`config.mk`:
```
export PLATFORM = sky130hd
export DESIGN_NAME = tmr_mem_scrub_ctrl
export DESIGN_NICKNAME = d
export VERILOG_FILES = /design/src/rtl/tmr_mem_scrub_ctrl.sv
export SDC_FILE = /design/constraint.sdc
export NUM_CORES = 1
export LEC_CHECK = 0
export BUFFER_PORTS_ARGS = -buffer_cell sky130_fd_sc_hd__buf_2
export CAP_MARGIN = 20
export CORE_ASPECT_RATIO = 0.8
export CORE_MARGIN = 10
export CORE_UTILIZATION = 30
export CTS_CLUSTER_DIAMETER = 150
export DETAILED_ROUTE_END_ITERATION = 7
export HOLD_SLACK_MARGIN = 0.1
export PLACE_DENSITY_LB_ADDON = 0.05
export SYNTH_ARGS = -nofsm -noshare
export SYNTH_HDL_FRONTEND = slang
export SYNTH_SLANG_ARGS = --single-unit
```
`constraint.sdc`:
```
create_clock -name clk -period 4.3 [get_ports clk]
set_input_delay 0.86 -clock clk [delete_from_list [all_inputs] [get_ports clk]]
set_output_delay 0.86 -clock clk [all_outputs]
set_load 0.01 [all_outputs]
```
`src/rtl/tmr_mem_scrub_ctrl.sv`:
```
// Host request serializer and background scrubber for a 256x8 TMR SRAM.
// Idle cycles read one word (voted) and write it back to re-sync the copies.
module tmr_mem_scrub_ctrl #(
  parameter int ADDR_W    = 8,
  parameter int DATA_W    = 8,
  parameter int RD_LAT    = 1,
  parameter int SCRUB_GAP = 16
) (
  input  logic              clk,
  input  logic              rst,
  input  logic              req_valid,
  output logic              req_ready,
  input  logic              req_we,
  input  logic [ADDR_W-1:0] req_addr,
  input  logic [DATA_W-1:0] req_wdata,
  output logic              rsp_valid,
  output logic [DATA_W-1:0] rsp_rdata,
  input  logic              scrub_en,
  output logic              scrub_busy,
  output logic              scrub_done,
  output logic [15:0]       scrub_passes,
  output logic              mem_enable,
  output logic              mem_we,
  output logic [ADDR_W-1:0] mem_addr,
  output logic [DATA_W-1:0] mem_wdata,
  input  logic [DATA_W-1:0] mem_rdata
);

  localparam int CW = (RD_LAT > 1) ? $clog2(RD_LAT) : 1;
  localparam int GW = (SCRUB_GAP > 0) ? $clog2(SCRUB_GAP + 1) : 1;

  typedef enum logic [2:0] {
    IDLE, H_WR, H_RD, H_RWAIT, S_RD, S_RWAIT, S_WB
  } state_t;

  state_t            state;
  logic [ADDR_W-1:0] scrub_addr;
  logic [GW-1:0]     gap;
  logic [CW-1:0]     lat;
  logic              accept;
  logic              in_scrub;

  assign req_ready = (state == IDLE) && !rst;
  assign accept    = req_valid && req_ready;
  assign in_scrub  = (state == S_RD) || (state == S_RWAIT) || (state == S_WB);

  always_ff @(posedge clk) begin
    if (rst) begin
      state        <= IDLE;
      scrub_addr   <= '0;
      gap          <= '0;
      lat          <= '0;
      rsp_valid    <= 1'b0;
      rsp_rdata    <= '0;
      scrub_busy   <= 1'b0;
      scrub_done   <= 1'b0;
      scrub_passes <= '0;
      mem_enable   <= 1'b0;
      mem_we       <= 1'b0;
      mem_addr     <= '0;
      mem_wdata    <= '0;
    end else begin
      mem_enable <= 1'b0;
      mem_we     <= 1'b0;
      rsp_valid  <= 1'b0;
      scrub_done <= 1'b0;
      if (gap != '0 && !in_scrub) gap <= gap - 1'b1;
      unique case (state)
        IDLE: begin
          // host wins over a scrub step starting in the same cycle
          if (accept) begin
            mem_enable <= 1'b1;
            mem_we     <= req_we;
            mem_addr   <= req_addr;
            if (req_we) mem_wdata <= req_wdata;
            state <= req_we ? H_WR : H_RD;
          end else if (scrub_en && gap == '0) begin
            mem_enable <= 1'b1;
            mem_addr   <= scrub_addr;
            scrub_busy <= 1'b1;
            state      <= S_RD;
          end
        end
        H_WR: state <= IDLE;
        H_RD: begin
          lat   <= CW'(RD_LAT - 1);
          state <= H_RWAIT;
        end
        H_RWAIT: begin
          if (lat == '0) begin
            rsp_valid <= 1'b1;
            rsp_rdata <= mem_rdata;
            state     <= IDLE;
          end else begin
            lat <= lat - 1'b1;
          end
        end
        S_RD: begin
          lat   <= CW'(RD_LAT - 1);
          state <= S_RWAIT;
        end
        S_RWAIT: begin
          if (lat == '0) begin
            mem_enable <= 1'b1;
            mem_we     <= 1'b1;
            mem_wdata  <= mem_rdata;
            state      <= S_WB;
          end else begin
            lat <= lat - 1'b1;
          end
        end
        S_WB: begin
          scrub_busy <= 1'b0;
          scrub_addr <= scrub_addr + 1'b1;
          gap        <= GW'(SCRUB_GAP);
          if (scrub_addr == '1) begin
            scrub_done <= 1'b1;
            if (scrub_passes != '1) scrub_passes <= scrub_passes + 16'd1;
          end
          state <= IDLE;
        end
        default: state <= IDLE;
      endcase
    end
  end

endmodule

```
Word level (Yosys, flattened, before mapping) --
Index checks and enable logic that the tools add are counted. Widths: inputs -> output; s select.
Word-level totals: bits of input ports 29, register bits 62, logic and storage cells 88
Operators by class: add/subtract/negate cells 4, multiplexer cells 26, reduce and logical (&&, ||, !) cells 27, equality and inequality tests 14, bitwise gates (word level) 3
Operator list (number):
- $mux 8 | 5
- $add 16x1->16 const B | 1
- $ne 16x16->1 const B | 1
- $pmux 8 s2 | 1
- $pmux 3 s5 | 1
- $mux 3 | 4
- $mux 5 | 2
- $ne 2x2->1 const B | 5
- $reduce_bool 2->1 | 5
- $reduce_or 2->1 | 5
- $eq 3x3->1 const B | 3
- $reduce_and 3->1 | 3
- $add 8x1->8 const B | 1
- $eq 8x8->1 const B | 1
- $mux 1 | 8
- $pmux 1 s2 | 4
- $eq 3x2->1 const B | 2
- $logic_not 5->1 | 1
- $reduce_bool 5->1 | 1
- $sub 5x1->5 const B | 1
- $logic_and 1x1->1 | 4
- $reduce_and 2->1 | 2
- $reduce_and 4->1 | 1
- $logic_not 3->1 | 1
- other kinds (7) | 11

Logic depth before layout (Yosys ltp) --
Gate-level depths: netlist (run 1).
word-level depth 7, mapped depth 8, gate-level depth less buffers 7

Least setup slack after synthesis (run 1) --
OpenSTA, ideal clock, no wires.
path type input to register, start in rst, end reg mem_wdata[6], slack 2.285 ns, stages on the path 6, required time 4.214 ns, arrival time 1.929 ns, cells stage by stage nor4_4 nand2_2 o21ai_2 buf_4 nor2_1 a211oi_1
Between the ends: cells in the longest elaborated chain, start to end 5
Ends and longest elaborated chain:
- start: declaration | RTL line 10 | input logic rst,
- $logic_not 1->1 | RTL line 43 | assign req_ready = (state == IDLE) && !rst;
- $logic_and 1x1->1 | RTL line 43
- $logic_and 1x1->1 | RTL line 44 | assign accept = req_valid && req_ready;
- $ne 2x2->1 (no line)
- $reduce_and 4->1 (no line)
- end signal: assignment | RTL line 75 | if (req_we) mem_wdata <= req_wdata;
- end signal: assignment | RTL line 106 | mem_wdata <= mem_rdata;
- end: declaration | RTL line 25 | output logic [DATA_W-1:0] mem_wdata,
Several ways; a longest one is shown, not always the timed one. A chain may end at the register's enable or synchronous reset.

Worst setup path in the final report (run 1) --
start reg state[1], end reg scrub_passes[15]
Between the ends: cells in the longest elaborated chain, start to end 2
Ends and longest elaborated chain:
- start: declaration | RTL line 36 | state_t state;
- start signal: assignment | RTL line 76 | state <= req_we ? H_WR : H_RD;
- $eq 3x3->1 | RTL line 68 | unique case (state)
- $reduce_and 3->1 (no line)
- end signal: assignment | RTL line 118 | if (scrub_passes != '1) scrub_passes <= scrub_passes + 16'd1;
- end: declaration | RTL line 21 | output logic [15:0] scrub_passes,
Every way passes these cells.

==> flow_summary.yaml, run 1 <==
power_and_ir_drop:
  vdd_drop_max_mv: 0.189
  leakagePower_nw: 1.61
  cellPowerDensity_nw_per_um2: 464
final_layout:
  drive_gt1_share_pct: 28.2
  nNetsFinal: 386
  postLayoutCoreUtil_pct: 39.8
  area_growth_pct: 27.1
global_routing:
  grt_use_total_pct: 10.8
  grt_pass1_vias: 2324
  grt_pass1_wl_mm: 11.8
  antenna_found_initial: 0
  grt_overflow: 0
  grt_max_degree: 58
logic_synthesis:
  synthXorXnorAreaFrac_pct: 6.80
  avgSynthCellArea_um2: 9.52
  synthFlopType: "dfxtp_1"
  yosysUniqueCellTypes: 40
  synth.largest_area_cell: "dfxtp_1"
  seq_area_frac_synth_pct: 45.1
  synth-simple-area-share_pct: 21.5
  synth_cells: 284
  synth_area_um2: 2710
  synth_most_common_cell: "dfxtp_1"
  synth_area_leaders: "dfxtp_1, mux2i_1, nor2_1"
  syn_nets: 316
  async_flop_share_pct: 0
  ys_warn_count: 0
  synth_top_area_share_pct: 45.1
  yosys.area_share.adder_pct: 1.39
  synth_edf_count: 0
  synth_top_family_by_area: "simple AND/OR/NAND/NOR gates"
  ys_ff_latch: 61
  synth_compound_area_share_pct: 11.7
  synthMuxAreaShare_pct: 9.62
  synth_common_cells: "dfxtp_1, nor2_1, mux2i_1, a211oi_1, xor2_1"
floorplanning:
  ios: 75
  die_w_um: 126
  core_um2: 8630
  die_h_um: 105
  start_util_pct: 31.3
  design.die.area_um2: 13200
  row_count: 30
timing:
  hold_viol_final: 0
  finalCriticalPeriod_ns: 2.31
  finalSetupViolCount: 0
  tightest_slew_ns: 0.790
  fmax_mhz: 433
  fin_ws_ns: 1.99
  clock_skew_ns: 0.00538
  period_share_pct: 53.7
  setup_tns_ns: 0
  maxSlewHeadroom_pct: 47.2
  final_max_slew_viol_count: 0
  whs_ns: 0.469
  rsz0062_at_grt: "no"
hold_path:
  min_to: "scrub_busy$_SDFFE_PP0P_"
  min_path_type: "flop to flop"
  hold_path_depth: 2
  hold_path_startpoint: "scrub_busy$_SDFFE_PP0P_"
clocking:
  htree_levels: 3
  cts_resized: 0
  clk_pin_slew_worst_paths_ns: 0.05
  cts_tree: "built"
  cts_buffers: 9
  hold_buffers: 0
  cts_num_sinks: 61
  cts_setup_buffers: 0
  clk_latency_ns: 0.32
  clock_path_buffers: 2
  clock-root-buffer: "clkbuf_16"
setup_path:
  crit_required_ns: 4.55
  path_class: "flop to flop"
  reg2regPathDepth: 5
  path_max_fanout: 12
  critical_path.endpoint_type: "flop"
  cp-start-kind: "flop"
  reg2reg_to: "scrub_passes[15]$_SDFFE_PP0P_"
  worst_ep_arrival_time_ns: 2.56
  r2r_slack_ns: 1.99
  regToRegStartpoint: "state[1]$_SDFFE_PP0P_"
place:
  place_hpwl_mm: 4.96
  place_congestion: 0.664
  port_buffers: 74
  dp_slack_ns: 1.81
route:
  num_vias: 2220
  first_pass_iters: 4
  drc: 0
  wire_per_inst_um: 15.0
  wl_mm: 7.06
  drt-initial-drc-count: 121
  ant_nets: 0
  post_drt_via_cell_ratio: 4.71
status:
  status: "finished clean"
run:
  maxCapViolCount: 0
==> cell families (layout without fill, tap and decap cells) <==
family,Yosys count,after routing
xor+xnor,21,21
other cells,0,1
flops,61,61
buf+inv,21,95
simple gates,107,107
mux,26,26
fa+ha+maj,3,3
compound gates,45,45
==> how the worst max path moves through the flow <==
stage,start,end,cells past startpoint
final,state[1]$_SDFFE_PP0P_,scrub_passes[15]$_SDFFE_PP0P_,5
after global routing,state[2]$_SDFFE_PP0P_,mem_wdata[0]$_SDFFE_PP0P_,4
after CTS,state[1]$_SDFFE_PP0P_,scrub_passes[15]$_SDFFE_PP0P_,5
after detailed placement,rst,mem_wdata[0]$_SDFFE_PP0P_,6
after global placement,rst,mem_wdata[1]$_SDFFE_PP0P_,6
after floorplan,rst,mem_wdata[6]$_SDFFE_PP0P_,6
==> sequential cells by signal (all words and copies together) (netlist names) <==
register      flops
mem_enable        1
scrub_done        1
rsp_rdata         8
scrub_addr        8
scrub_busy        1
mem_addr          8
mem_wdata         8
gap               5
scrub_passes     16
mem_we            1
state             3
rsp_valid         1
==> where the power goes <==
group	total [mW]	switching (mW)	internal (mW)
registers	0.642	0.0344	0.608
clock network	0.706	0.241	0.465
logic	0.248	0.131	0.117
total	1.60	0.406	1.19
==> worst max-delay path: stages (launching register included) <==
cell and delay [ns]:
dfxtp_1 0.63, nand3b_4 0.28, nor4_4 0.52, o2111ai_2 0.26, or3_1 0.39, a21oi_1 0.14
==> area by class of cell <==
| type | instances | area [um^2] |
|---|---|---|
| Antenna cell | 1 | 2.50 |
| Clock buffer | 15 | 298 |
| Fill cell | 937 | 5190 |
| Inverter | 5 | 18.8 |
| Multi-Input combinational cell | 202 | 1380 |
| Sequential cell | 61 | 1220 |
| Tap cell | 112 | 140 |
| Timing Repair Buffer | 75 | 378 |
==> cells in the final DEF, fill, tap and decap left out, types with 2 or more instances in the layout <==
master,synthesis,final
clkbuf_8,0,5
nor4_4,2,2
ha_1,3,3
xor2_1,17,17
o2111ai_1,2,2
and2_1,3,3
a21oi_1,10,10
dfxtp_1,61,61
mux2i_1,26,26
buf_2,2,74
a211oi_1,18,18
nor2_1,55,55
nand4_1,4,4
o211ai_1,4,4
and3_1,6,6
nor3_1,3,3
o21ai_2,2,2
or3_1,6,6
nand2_1,9,9
clkbuf_16,0,9
inv_1,5,5
nand3_1,7,7
o21ai_0,5,5
and4_1,2,2
xnor2_1,4,4
==> through the flow <==
| stage | instance area [um^2] | instances | power (mW) |
|---|---|---|---|
| 6_report | 3440 | 471 | 1.60 |
| 5_1_grt | 3440 | 470 | 1.68 |
| 4_1_cts | 3440 | 470 | 1.62 |
| 3_5_place_dp | 3140 | 455 | 0.905 |
| 3_3_place_gp | 3140 | 455 | 0.904 |
| 2_1_floorplan | 2710 | 284 | 0.838 |
==> per-layer routing <==
metal,wire (um),up-vias,track usage (%)
li1,-,1142,-
met1,3620,1014,14.3
met2,2750,56,14.4
met3,616,8,5.86
met4,70,0,3.17
met5,0,-,0
Note: power is estimated with default switching activity, not from simulation.
==> run 2: changes to the inputs <==
- ABC_AREA: unset -> 1
- clock period: 4.3 -> 2.4 ns (I/O delays scaled with it)
==> flow_summary.yaml, run 2 <==
status:
  status: "finished clean"
global_routing:
  grt_pass1_vias: 2826
  grt_use_total_pct: 12.0
  use_met1_pct: 16.8
  grt_pass1_wl_mm: 14.7
  antenna_found_initial: 0
  grt_overflow: 0
  use_met2_pct: 16.7
  grt_max_degree: 30
  grt_busiest_layer: "met1"
  grtUsageMet3_pct: 4.57
timing:
  rsz0062_at_grt: "no"
  setup_tns_ns: 0
  tightest_slew_ns: 0.508
  final_max_slew_viol_count: 0
  fin_ws_ns: 0.589
  period_share_pct: 75.5
  finalCriticalPeriod_ns: 1.81
  fmax_mhz: 552
  maxSlewHeadroom_pct: 66.1
  finalSetupViolCount: 0
  clock_skew_ns: 0.00672
  hold_viol_final: 0
route:
  ant_nets: 0
  drc: 0
  num_vias: 2897
  wire_per_inst_um: 13.6
  wl_mm: 8.89
  first_pass_iters: 4
  drt-initial-drc-count: 124
  post_drt_via_cell_ratio: 4.42
logic_synthesis:
  syn_nets: 469
  ys_ff_latch: 61
  synth_cells: 437
  synth_most_common_cell: "nand2_1"
  ys_warn_count: 0
  avgSynthCellArea_um2: 7.04
  async_flop_share_pct: 0
  yosysUniqueCellTypes: 34
  synth_area_leaders: "dfxtp_1, nand2_1, nor2_1"
  synth_edf_count: 0
  seq_area_frac_synth_pct: 39.7
  synth.largest_area_cell: "dfxtp_1"
  synth_common_cells: "nand2_1, nor2_1, dfxtp_1, o21ai_0, inv_1"
  synthFlopType: "dfxtp_1"
  synth_area_um2: 3080
  synth_top_area_share_pct: 39.7
floorplanning:
  start_util_pct: 31.4
  die_h_um: 111
  die_w_um: 133
  design.die.area_um2: 14700
  core_um2: 9810
  ios: 75
  row_count: 32
final_layout:
  regMostFlops: "scrub_passes"
  area_growth_pct: 24.9
  drive_gt1_share_pct: 26.4
  n_antenna_cell: 0
  regArea_um2: 1220
  nNetsFinal: 548
  multi_input_area_um2: 1630
  final_common_cell: "nand2_1"
  final_cell_mix: "nand2_1, buf_2, nor2_1, dfxtp_1, o21ai_0"
  nFillCells: 1024
  largest_reg_flops: 16
clocking:
  clock_path_buffers: 2
  cts_tree: "built"
  hold_buffers: 0
  cts_setup_buffers: 0
  cts_resized: 0
  clk_pin_slew_worst_paths_ns: 0.05
  clk_latency_ns: 0.32
  htree_levels: 3
  cts_buffers: 9
  cts_num_sinks: 61
  clock-root-buffer: "clkbuf_16"
place:
  place_congestion: 0.765
  place_hpwl_mm: 6.49
  port_buffers: 74
  dp_slack_ns: 0.604
setup_path:
  path_max_fanout: 15
  cp-start-kind: "flop"
  path_class: "flop to flop"
  worst_ep_arrival_time_ns: 2.02
  crit_required_ns: 2.61
  critical_path.endpoint_type: "flop"
run:
  maxCapViolCount: 0
power_and_ir_drop:
  leakagePower_nw: 1.78
  vdd_drop_max_mv: 0.284
  p_total_mw: 3.16
  cellPowerDensity_nw_per_um2: 822
hold_path:
  min_path_type: "primary input to flop"
==> run 2: changes by cell type after synthesis, moves of 5 or more <==
cell / delta
xor2_1: -13
and3_1: -6
nand3_1: +6
clkbuf_1: -5
inv_1: +27
a211oi_1: -18
nor2_1: +10
a21oi_1: +9
a21oi_2: +14
or3_1: -6
nand2_1: +124
nand2_2: +12
mux2i_1: -26
o21ai_0: +29
==> run 2: logic make-up (layout without fill, tap and decap cells) <==
group	after synthesis	count (layout)	synth area share, %
AOI/OAI and AO/OA	69	69	13.1
xor gates and xnor gates	9	9	2.56
adders and majority gates	3	3	1.22
buffers and inverters	48	130	7.24
DFF	61	61	39.7
and+or+nand+nor	247	247	36.2
==> run 2: worst max-delay path, stage by stage (launching register included) <==
cell,delay (ns)
dfxtp_1,0.44
nand2_1,0.14
inv_1,0.12
nand2_1,0.31
nand2_1,0.38
inv_2,0.15
nor2_1,0.13
nor2_1,0.05
==> run 2: final cells by class <==
| class | count | area share (%) |
|---|---|---|
| clock buffers | 12 | 6.68 |
| clock inverters | 2 | 0.261 |
| inverters | 38 | 3.94 |
| multi-input cells | 328 | 42.5 |
| flip-flops and latches | 61 | 31.8 |
| well taps | 136 | 4.43 |
| repair buffers | 78 | 10.4 |
==> run 2: path summary, 6_finish.rpt <==
kind | startpoint | endpoint | slack [ns] | cells after the start
setup / recovery | state[2]$_SDFFE_PP0P_ | mem_wdata[5]$_SDFFE_PP0P_ | 0.59 | 7
hold / removal | mem_rdata[6] | rsp_rdata[6]$_SDFFE_PP0N_ | 0.41 | 3
setup reg to reg | state[2]$_SDFFE_PP0P_ | mem_wdata[5]$_SDFFE_PP0P_ | 0.59 | 7
hold reg to reg | mem_addr[4]$_SDFFE_PP0P_ | mem_addr[4]$_SDFFE_PP0P_ | 0.46 | 2
==> run 2: per-stage QoR <==
stage | instances | hold slack [ns] | cell area (um^2) | utilization (%)
final | 655 | 0.410 | 3840 | 39.2
after global routing | 655 | 0.432 | 3840 | 39.2
after CTS | 655 | 0.396 | 3840 | 39.2
after detailed placement | 641 | 0.454 | 3580 | 36.5
after global placement | 641 | 0.456 | 3580 | 36.5
after floorplan | 437 | 0.443 | 3080 | -
==> run 2: layer usage <==
layer | vias up | wire length [um]
met5 | - | 0
met4 | 0 | 57
met3 | 6 | 514
met2 | 73 | 3570
met1 | 1274 | 4740
li1 | 1544 | -
==> run 2: power breakdown <==
group / leakage, nW / total, mW / internal (mW) / switching [mW]
clock network: 0.134 / 1.17 / 0.739 / 0.429
registers: 0.495 / 1.21 / 1.14 / 0.0741
logic: 1.15 / 0.780 / 0.265 / 0.515
==> run 3: changes to the inputs <==
- clock period: 2.4 -> 1.7 ns (I/O delays scaled with it)
==> flow_summary.yaml, run 3 (synthesized netlist as in run 2, its figures left out) <==
route:
  first_pass_iters: 4
  drc: 0
  wl_mm: 9.07
  drt-initial-drc-count: 102
  num_vias: 3000
  wire_per_inst_um: 13.4
  post_drt_via_cell_ratio: 4.43
  ant_nets: 0
power_and_ir_drop:
  switchingPower_mw: 1.51
  leakagePower_nw: 1.91
  pwr-share-clk_pct: 40.4
  seqPwrFrac_pct: 35.2
  power_switching_share_pct: 31.0
  combPwrFrac_pct: 24.4
  cellPowerDensity_nw_per_um2: 1190
  internal_power_mw: 3.35
  vdd_drop_max_mv: 0.479
global_routing:
  grt_pass1_vias: 2944
  antenna_found_initial: 0
  grt_max_degree: 29
  grt_use_total_pct: 12.5
  grt_pass1_wl_mm: 15.0
  grt_overflow: 0
final_layout:
  area_growth_pct: 32.7
  largest_reg_flops: 16
  nFillCells: 1071
  nNetsFinal: 569
  final_cell_mix: "nand2_1, buf_2, nor2_1, dfxtp_1, o21ai_0"
  regMostFlops: "scrub_passes"
  final_common_cell: "nand2_1"
  layout.cells.non_filler: 677
  drive_gt1_share_pct: 29.9
  n_antenna_cell: 0
timing:
  rsz0062_at_grt: "no"
  period_share_pct: 92.1
  tightest_slew_ns: 0.389
  finalSetupViolCount: 0
  finalCriticalPeriod_ns: 1.57
  hold_viol_final: 0
  fmax_mhz: 638
  clock_skew_ns: 0.0122
  maxSlewHeadroom_pct: 73.9
  fin_ws_ns: 0.133
  setup_tns_ns: 0
  final_max_slew_viol_count: 0
floorplanning:
  ios: 75
  die_w_um: 133
  core_um2: 9810
  start_util_pct: 31.4
  row_count: 32
  design.die.area_um2: 14700
  die_h_um: 111
clocking:
  clock-root-buffer: "clkbuf_16"
  cts_num_sinks: 61
  clock_path_buffers: 2
  cts_buffers: 9
  htree_levels: 3
  cts_setup_buffers: 0
  cts_tree: "built"
  clk_latency_ns: 0.33
  clk_pin_slew_worst_paths_ns: 0.06
hold_path:
  hold_path_depth: 3
  min_path_type: "primary input to flop"
setup_path:
  r2r_slack_ns: 0.15
  cp-start-kind: "flop"
  critical_path.endpoint_type: "output port"
  path_class: "flop to output port"
  crit_required_ns: 1.36
  path_max_fanout: 6
  reg2regPathDepth: 8
  worst_ep_arrival_time_ns: 1.23
place:
  port_buffers: 74
  place_congestion: 0.781
  place_hpwl_mm: 6.78
  dp_slack_ns: 0.130
  dp.cells: 662
status:
  status: "finished clean"
run:
  maxCapViolCount: 0
==> run 3: cell types whose count changed in the layout (fill, tap and decap cells not counted), moves of 2 or more <==
cell,before,now
bufinv_16,0,2
nand2_1,133,131
nand2_2,13,15
buf_4,4,24
==> run 3: path summary, 6_finish.rpt <==
kind / startpoint / endpoint
worst max register to register: gap[0]$_SDFFE_PP0P_ / mem_addr[0]$_SDFFE_PP0P_
worst max-delay path: state[0]$_SDFFE_PP0P_ / req_ready
worst min-delay path: mem_rdata[0] / rsp_rdata[0]$_SDFFE_PP0N_
worst min register to register: gap[0]$_SDFFE_PP0P_ / gap[0]$_SDFFE_PP0P_
==> run 3: final cells by class <==
type | count | area (um^2) | area share [%]
Multi-Input combinational cell | 328 | 1650 | 40.5
Sequential cell | 61 | 1220 | 29.9
Timing Repair Buffer | 99 | 571 | 14.0
Clock buffer | 11 | 243 | 5.95
Tap cell | 136 | 170 | 4.17
Inverter | 38 | 151 | 3.71
Clock inverter | 4 | 72.6 | 1.78
==> run 3: timing repair <==
item | 4_1_cts | 5_1_grt
setup endpoints to repair | 0 | 19
gates resized for setup | 0 | 5
endpoints found under the hold margin | 0 | 0
hold buffers | 0 | 0
==> run 3: power by group through the flow <==
stage | Combinational (mW) | Sequential [mW] | Clock (mW)
floorplan | 0.702 | 1.78 | 0
global placement | 1.16 | 1.74 | 0
detailed placement | 1.16 | 1.74 | 0
CTS | 1.17 | 1.71 | 2.02
global route | 1.35 | 1.73 | 2.08
finish | 1.18 | 1.71 | 1.96
==> run 3: through the flow <==
step	hold WS, ns	utilization (%)	area, um^2	total power [mW]
final	0.260	41.6	4080	4.85
after global routing	0.277	41.6	4080	5.16
after floorplan	0.443	-	3080	2.48
after global placement	0.450	38.2	3750	2.89
after detailed placement	0.454	38.2	3750	2.90
after CTS	0.247	41.4	4060	4.89
==> run 3: worst max-delay path, cell delays in order, from the launching register on <==
cell	delay (ns)
dfxtp_1	0.34
inv_2	0.13
nand3_4	0.14
nor2_2	0.14
buf_2	0.15
==> run 3: per-layer routing <==
| metal | global-route usage, % | wire length [um] | part of all wire (%) | up-vias |
|---|---|---|---|---|
| met5 | 0 | 0 | 0 | - |
| met4 | 4.10 | 119 | 1.3 | 0 |
| met3 | 5.79 | 705 | 7.8 | 10 |
| met2 | 17.5 | 3630 | 40 | 74 |
| met1 | 16.5 | 4620 | 51 | 1326 |
| li1 | - | - | - | 1590 |
